File: config.mk
export PLATFORM = sky130hd
export DESIGN_NAME = sram_arbiter
export DESIGN_NICKNAME = d
export VERILOG_FILES = /design/src/rtl/sram_arbiter_pkg.sv /design/src/rtl/sram_resp_hold.sv /design/src/rtl/sram_arbiter.sv
export SDC_FILE = /design/constraint.sdc
export NUM_CORES = 1
export LEC_CHECK = 0
export ABC_CLOCK_PERIOD_IN_PS = 2300
export BUFFER_PORTS_ARGS = -buffer_cell sky130_fd_sc_hd__buf_2
export CAP_MARGIN = 0
export CELL_PAD_IN_SITES_DETAIL_PLACEMENT = 1
export CELL_PAD_IN_SITES_GLOBAL_PLACEMENT = 1
export CORE_MARGIN = 2
export CORE_UTILIZATION = 28
export CTS_CLUSTER_DIAMETER = 100
export DETAILED_ROUTE_END_ITERATION = 8
export GPL_TIMING_DRIVEN = 0
export PLACE_DENSITY = 0.83
export SYNTH_ARGS = -nofsm -noshare
export SYNTH_HDL_FRONTEND = slang
export SYNTH_SLANG_ARGS = --single-unit
File: constraint.sdc
create_clock -name clk -period 2.3 [get_ports clk]
set_input_delay 0.23 -clock clk [delete_from_list [all_inputs] [get_ports clk]]
set_output_delay 0.23 -clock clk [all_outputs]
set_load 0.02 [all_outputs]
File: src/rtl/sram_arbiter_pkg.sv
// sram_arbiter_pkg
// Shared type definitions for the instruction/data SRAM arbiter.
//   arb_state_t : arbiter FSM state (idle, or replaying a fetch that lost a conflict)
//   resp_sel_t  : which CPU port owns the RAM read data returning this cycle
package sram_arbiter_pkg;

   typedef enum logic {
      ARB_IDLE   = 1'b0,
      ARB_REPLAY = 1'b1
   } arb_state_t;

   typedef enum logic [1:0] {
      RESP_NONE = 2'd0,
      RESP_INST = 2'd1,
      RESP_DATA = 2'd2
   } resp_sel_t;

endpackage

File: src/rtl/sram_resp_hold.sv
// sram_resp_hold
// Keeps one CPU port's read data stable between responses. In the cycle a
// response returns, the RAM data passes straight through and is captured;
// in every other cycle the captured value is presented.
// Ports:
//   clk   : rising-edge clock
//   rst_n : synchronous active-low reset, clears the held value to 0
//   load  : a response for this port returns in the current cycle
//   din   : RAM read data
//   dout  : read data presented to the CPU port
module sram_resp_hold (
   input  logic        clk,
   input  logic        rst_n,
   input  logic        load,
   input  logic [31:0] din,
   output logic [31:0] dout
);

   logic [31:0] hold_q;

   // Capture the response on its return cycle. Reset takes priority, so a
   // response that arrives while reset is asserted is discarded.
   always_ff @(posedge clk) begin
      if (!rst_n) begin
         hold_q <= '0;
      end else if (load) begin
         hold_q <= din;
      end
   end

   // Bypass so the response is visible in the same cycle it returns from RAM.
   assign dout = load ? din : hold_q;

endmodule

File: src/rtl/sram_arbiter.sv
// sram_arbiter
// Merges the CPU instruction and data SRAM ports onto one single-port
// synchronous RAM. Data wins a same-cycle conflict; the losing fetch is
// replayed in the following cycle while stallreq_outside freezes the CPU.
// Ports:
//   clk, rst_n                : clock and synchronous active-low reset
//   inst_sram_*               : read-only instruction port (we/wdata ignored)
//   data_sram_*               : data port, we == 0 means read
//   stallreq_outside          : high during the single replay cycle
//   ram_en/we/addr/wdata      : single-port RAM request (word address)
//   ram_rdata                 : RAM read data, valid the cycle after a read
module sram_arbiter
   import sram_arbiter_pkg::*;
#(
   parameter int ADDR_W = 16
) (
   input  logic              clk,
   input  logic              rst_n,
   input  logic              inst_sram_en,
   input  logic [3:0]        inst_sram_we,
   input  logic [31:0]       inst_sram_addr,
   input  logic [31:0]       inst_sram_wdata,
   output logic [31:0]       inst_sram_rdata,
   input  logic              data_sram_en,
   input  logic [3:0]        data_sram_we,
   input  logic [31:0]       data_sram_addr,
   input  logic [31:0]       data_sram_wdata,
   output logic [31:0]       data_sram_rdata,
   output logic              stallreq_outside,
   output logic              ram_en,
   output logic [3:0]        ram_we,
   output logic [ADDR_W-1:0] ram_addr,
   output logic [31:0]       ram_wdata,
   input  logic [31:0]       ram_rdata
);

   arb_state_t        state;
   resp_sel_t         resp_sel;
   logic [ADDR_W-1:0] pend_addr;
   logic [ADDR_W-1:0] inst_word;
   logic [ADDR_W-1:0] data_word;
   logic              unused_bits;

   assign inst_word = inst_sram_addr[ADDR_W+1:2];
   assign data_word = data_sram_addr[ADDR_W+1:2];

   // The instruction port is read-only and only the word-address bits of
   // each byte address reach the RAM; fold the rest away explicitly.
   assign unused_bits = ^{inst_sram_we, inst_sram_wdata, inst_sram_addr, data_sram_addr};

   // Arbiter FSM. A conflict serves the data access now and parks the fetch
   // address for the replay cycle. resp_sel records which port the RAM data
   // returning next cycle belongs to; writes return nothing.
   always_ff @(posedge clk) begin
      if (!rst_n) begin
         state     <= ARB_IDLE;
         resp_sel  <= RESP_NONE;
         pend_addr <= '0;
      end else begin
         case (state)
            ARB_IDLE: begin
               if (data_sram_en) begin
                  resp_sel <= (data_sram_we == 4'b0000) ? RESP_DATA : RESP_NONE;
                  if (inst_sram_en) begin
                     pend_addr <= inst_word;
                     state     <= ARB_REPLAY;
                  end
               end else if (inst_sram_en) begin
                  resp_sel <= RESP_INST;
               end else begin
                  resp_sel <= RESP_NONE;
               end
            end
            ARB_REPLAY: begin
               resp_sel <= RESP_INST;
               state    <= ARB_IDLE;
            end
            default: begin
               resp_sel <= RESP_NONE;
               state    <= ARB_IDLE;
            end
         endcase
      end
   end

   // The CPU is frozen for exactly the cycles spent replaying, so the stall
   // is simply the registered state.
   assign stallreq_outside = (state == ARB_REPLAY);

   // RAM request, combinational from the CPU requests and state. Nothing is
   // issued while reset is asserted, which also drops a pending replay.
   always_comb begin
      ram_en    = 1'b0;
      ram_we    = 4'b0000;
      ram_addr  = '0;
      ram_wdata = '0;
      if (rst_n) begin
         case (state)
            ARB_IDLE: begin
               if (data_sram_en) begin
                  ram_en    = 1'b1;
                  ram_we    = data_sram_we;
                  ram_addr  = data_word;
                  ram_wdata = data_sram_wdata;
               end else if (inst_sram_en) begin
                  ram_en   = 1'b1;
                  ram_addr = inst_word;
               end
            end
            ARB_REPLAY: begin
               ram_en   = 1'b1;
               ram_addr = pend_addr;
            end
            default: begin
               ram_en = 1'b0;
            end
         endcase
      end
   end

   sram_resp_hold u_inst_hold (
      .clk  (clk),
      .rst_n(rst_n),
      .load (resp_sel == RESP_INST),
      .din  (ram_rdata),
      .dout (inst_sram_rdata)
   );

   sram_resp_hold u_data_hold (
      .clk  (clk),
      .rst_n(rst_n),
      .load (resp_sel == RESP_DATA),
      .din  (ram_rdata),
      .dout (data_sram_rdata)
   );

endmodule

Yosys cells after proc, flatten, opt, wreduce, memory -nomap -nowiden
Cells that the tools add are included.
W data, S select, Z words.
{ "op_classes": {"reduce_logical": 2, "muxes": 22, "n_bitwise": 1, "eq_ne": 2} }
{ "ops": {"columns": ["operator", "n"], "rows": [
  ["$mux W32", 5],
  ["$mux W16", 3],
  ["$pmux W16 S2", 1],
  ["$mux W4", 3],
  ["$mux W1", 5],
  ["$logic_not A4 Y1", 1],
  ["$mux W2", 2],
  ["$pmux W1 S2", 2],
  ["$pmux W2 S2", 1],
  ["$reduce_and A3 Y1", 1],
  ["$eq A2 B1 Y1 const B", 1],
  ["$eq A2 B2 Y1 const B", 1],
  ["$not A1 Y1", 1]
]} }
{ "totals": {"out_inout_bits": 118, "inputBits": 172, "wordCells": 32, "ff_bits": 83} }

Depth between registers and ports, before layout
{ "logic_depth": {"depth_word": 4, "ltp_mapped": 5, "depth_no_buf": 3} }

Modules after synthesis
Synthesis repeated with hierarchy kept, for this count alone.
{ "unflattened": {"cells_unflattened": 406, "area_unflattened_um2": 4285.4} }
{ "modules_own_cells": {"columns": ["module", "seq_area_each_um2", "instances", "cells_each", "area_each_um2"], "rows": [
  ["sram_resp_hold", 640.6, 2, 103, 1401.3],
  ["sram_arbiter", 380.4, 1, 200, 1482.7]
]} }

Worst setup path before layout
No wires, ideal clock.
{ "synth_timing": {"path_type": "register to output", "from": "reg state, in the netlist stallreq_outside", "to": "out ram_addr[10]", "path_slack_ps": 743, "t_arrival_ps": 1327, "stages_incl_launch_ff": 5, "path_buffers": 2, "required_ps": 2070, "path_cell_list": "dfxtp_1 buf_2 clkbuf_1 a221oi_1 nor2_1"} }
{ "synth_via": {"elab_chain_len": 3} }
{ "synth_rtl": {"columns": ["element", "line_no", "text"], "rows": [
  ["from (decl)", "sram_arbiter.sv:37", "arb_state_t state;"],
  ["from (signal assigned)", "sram_arbiter.sv:56", "state <= ARB_IDLE;"],
  ["from (signal assigned)", "sram_arbiter.sv:66", "state <= ARB_REPLAY;"],
  ["from (signal assigned)", "sram_arbiter.sv:76", "state <= ARB_IDLE;"],
  ["$not A1 Y1 (no source line)", null, null],
  ["$pmux W16 S2 *", "sram_arbiter.sv:98", "case (state)"],
  ["$mux W16 *", "sram_arbiter.sv:97", "if (rst_n) begin"],
  ["to (decl)", "sram_arbiter.sv:32", "output logic [ADDR_W-1:0] ram_addr,"]
]} }
Every way passes the cells marked *; elsewhere a longest branch is shown, timed or not.

Worst setup path after layout
{ "layout_timing": {"from": "reg state, in the netlist stallreq_outside", "to": "out ram_addr[12]"} }
Same word-level chain as after synthesis.

==> results.txt <==
----------------------------------------------------
[Floorplanning]
  Io pins ... 290
  Row cnt ... between 40 and 50
  Initial Util ... 28.4%
  Placeable Area ... about 14000 um2
  Die X ... around 120 um
  Total Die Area ... ~16000 um2
  Vertical die dimension ... between 100 and 150 um

[Critical path]
  Biggest fanout along the worst timing path ... 10
  Type of origin of the critical path ... flip-flop
  Worst setup path category ... flip-flop to output port
  Reg2Reg Depth ... 4
  Arrival time of data at the critical path endpoint ... around 1.9 ns
  Crit. End Element ... output port
  WP data required ... around 2.1 ns

[Cells and area]
  Finished Layout Cells ... 811
  Total inserted antenna cells ... 0
  Total of fill cells in the finished design ... 1700
  Cell area after layout ... about 5700 um2
  Ratio of cells with drive above 1 in the final layout ... 50.9%
  Nets@finish ... a little under 800
  Area added between synthesis and finish ... 39.2%
  Multi-input combinational cell area ... about 2200 um2
  Total area of sequential cells ... about 1700 um2
  Leading cell type in the layout, fill and taps excluded ... sky130_fd_sc_hd__buf_2
  Top library cells by usage in the layout, fill and taps aside ... sky130_fd_sc_hd__buf_2, sky130_fd_sc_hd__and2_1, sky130_fd_sc_hd__dfxtp_1

[Clocking]
  Post-CTS Resized ... 0
  CTS H-Tree Depth ... 3
  Clock-pin transition on the worst setup and hold timing paths ... about 0.060 ns
  Buffer cell driving the clock tree root ... sky130_fd_sc_hd__clkbuf_16
  Number of clock sinks seen by CTS ... 83
  Post-CTS Setup Inserts ... 0
  CTS buffer count ... 9
  Clock tree from TritonCTS ... done
  Maximum count of clock buffers along a single path ... 2
  Clock insertion delay at the later pin of the skew report ... between 0.3 and 0.4 ns
  Hold buffer count at CTS ... 0

[GRT]
  Grt total ovfl ... 0
  Global-route usage over all layers ... 16.7%
  Pin count of the biggest net entering global routing ... 13
  Number of global-route vias before repair ... 3833
  Wire length of the first global-routing pass ... between 20 and 25 mm
  Number of antenna violations at the first check in global routing ... 0

[STA]
  Max Freq ... between 0.4 and 0.5 GHz
  Slew Limit Headroom ... roughly two thirds
  Final cycle utilization of the critical path ... just over 90%
  Setup-failing EPs final ... 0
  Count of final hold-check violations ... 0
  Final Max Tran Viols ... 0
  Fin Setup TNS ... 0 ns
  Unrepaired setup endpoints after global routing ... no
  Clk_skew ... between 0.003 and 0.004 ns
  Transition time at the pin with the least slew margin ... between 0.5 and 0.6 ns
  Time the worst path needs with I/O delays and setup ... 2.14 ns

[Placement]
  Final Wtd Congestion ... just under 0.8
  Quantity of I/O buffers inserted on ports ... around 220
  Number of cells in the design after placement ... slightly below 800
  Cell Area, Placed ... about 5400 um2
  Dpl hpwl ... slightly above 10 mm

[Route]
  Remaining design rule violation count ... 0
  First DRT Iteration DRCs ... around 120
  Via count ... 3654
  1st-pass router iterations ... 4
  Number of nets still failing antenna checks after routing ... 0
  Via density ... roughly 4.5
  Average wire per cell in the routed design ... ~16 um
  Total Routed Length ... ~13 mm

[Power]
  Maximum ir drop on the vdd rail ... 0.000339 V
  Static leakage ... roughly 3 nW
  Total power density per cell area ... approximately 610 nW/um2
  Total power ... 0.00345 W

[Yosys]
  Count of mapped cells out of synthesis ... between 300 and 400
  Register bit count reported by yosys ... 83
  Post-synthesis cell type with the largest combined area ... sky130_fd_sc_hd__dfxtp_1
  Sequential cell area fraction in the yosys report ... approximately 41%
  Warnings, synthesis ... 0
  Number of library cell types mapped by synthesis ... 23
  Top cells by area in the synthesized netlist ... sky130_fd_sc_hd__dfxtp_1, sky130_fd_sc_hd__mux2_4, sky130_fd_sc_hd__and2_1, sky130_fd_sc_hd__o21ai_0, sky130_fd_sc_hd__a221oi_1
  Post-Syn Nets ... roughly 560
  Area share of the largest cell type after synthesis ... between 40% and 50%
  Cell area after synthesis ... just over 4000 um2
  Post-Synthesis Mean Instance Area ... 10.4 um2

[Hold path]
  Hold Path Stages ... 3
  Class of the worst hold path ... input pin to flip-flop

[Job]
  Number of max-capacitance violations reported ... 0

[Run status]
  Result of the run ... finished clean

----------------------------------------------------
## flip-flops by register name, summed over array words and instances, names as in the netlist
name / flops
u_data_hold.hold_q: 32
stallreq_outside: 1
resp_sel: 2
pend_addr: 16
u_inst_hold.hold_q: 32
## worst paths after layout
path / to / startpoint / slack (ns)
worst max register to register: pend_addr[1]$_SDFFE_PN0P_ / stallreq_outside$_SDFF_PP0_ / 0.78
worst max-delay path: ram_addr[12] / stallreq_outside$_SDFF_PP0_ / 0.16
worst min register to register: pend_addr[6]$_SDFFE_PN0P_ / pend_addr[6]$_SDFFE_PN0P_ / 0.47
worst min-delay path: pend_addr[0]$_SDFFE_PN0P_ / inst_sram_addr[2] / 0.15
## worst max-delay path, stage by stage, from the launching register on
cell	delay [ns]
sky130_fd_sc_hd__dfxtp_1	0.38
sky130_fd_sc_hd__buf_2	0.26
sky130_fd_sc_hd__clkbuf_1	0.40
sky130_fd_sc_hd__a221oi_1	0.09
sky130_fd_sc_hd__nor2_1	0.23
sky130_fd_sc_hd__buf_2	0.21
## cell usage after synthesis
cell type                  number
sky130_fd_sc_hd__and2_1       100
sky130_fd_sc_hd__dfxtp_1       83
sky130_fd_sc_hd__mux2_4        60
sky130_fd_sc_hd__o21ai_0       32
sky130_fd_sc_hd__nor2_1        20
sky130_fd_sc_hd__a221oi_1      16
sky130_fd_sc_hd__nand2_1       16
sky130_fd_sc_hd__nand3_1       16
sky130_fd_sc_hd__clkbuf_1      15
sky130_fd_sc_hd__buf_2          9
sky130_fd_sc_hd__buf_12         6
sky130_fd_sc_hd__mux2_2         4
sky130_fd_sc_hd__buf_6          2
sky130_fd_sc_hd__clkbuf_2       2
sky130_fd_sc_hd__inv_1          2
sky130_fd_sc_hd__and2_4         1
sky130_fd_sc_hd__and3_1         1
sky130_fd_sc_hd__nand2b_1       1
sky130_fd_sc_hd__nand3b_4       1
sky130_fd_sc_hd__nor2b_1        1
sky130_fd_sc_hd__nor2b_2        1
sky130_fd_sc_hd__nor3_1         1
sky130_fd_sc_hd__nor4_1         1
## power by group
group | switching [W] | leakage (nW) | total (W) | internal, W
logic | 0.000357 | 2.13 | 0.000641 | 0.000283
registers | 0.0000163 | 0.674 | 0.00150 | 0.00148
clock network | 0.000555 | 0.126 | 0.00131 | 0.000754
total | 0.000929 | 2.93 | 0.00345 | 0.00252
## cells by family (layout without fill, tap and decap cells)
| group | after synthesis | after routing | synth area share [%] |
|---|---|---|---|
| buffers and inverters | 36 | 272 | 6.41 |
| AND/OR/NAND/NOR | 160 | 160 | 22.3 |
| multiplexers | 64 | 64 | 23.2 |
| AO/OA/AOI/OAI | 48 | 48 | 7.36 |
| flip-flops | 83 | 83 | 40.7 |
## through the flow
step                hold slack [ns]  util (%)  setup WS, ns
finish                        0.149      39.5         0.163
global route                  0.144      39.5        0.0270
CTS                           0.135      39.5         0.121
detailed placement            0.457      37.7         0.464
global placement              0.448      37.7         0.483
floorplan                     0.370         -         0.743
## cell type report
cell class              instances  area share, %
plain buffers                  34           4.47
clock buffers                  13           4.41
clock inverters                 2          0.220
inverters                       2          0.132
multi-input cells             272           38.0
flip-flops and latches         83           29.3
well taps                     184           4.06
repair buffers                221           19.5
## per-layer routing
layer	part of all wire, %	global-route usage [%]	vias to the layer above
met5	0	0	-
met4	1.3	4.16	0
met3	7.2	5.41	10
met2	52	30.3	153
met1	40	18.7	1714
li1	-	-	1777
No activity file was read; power rests on OpenSTA's default activity.
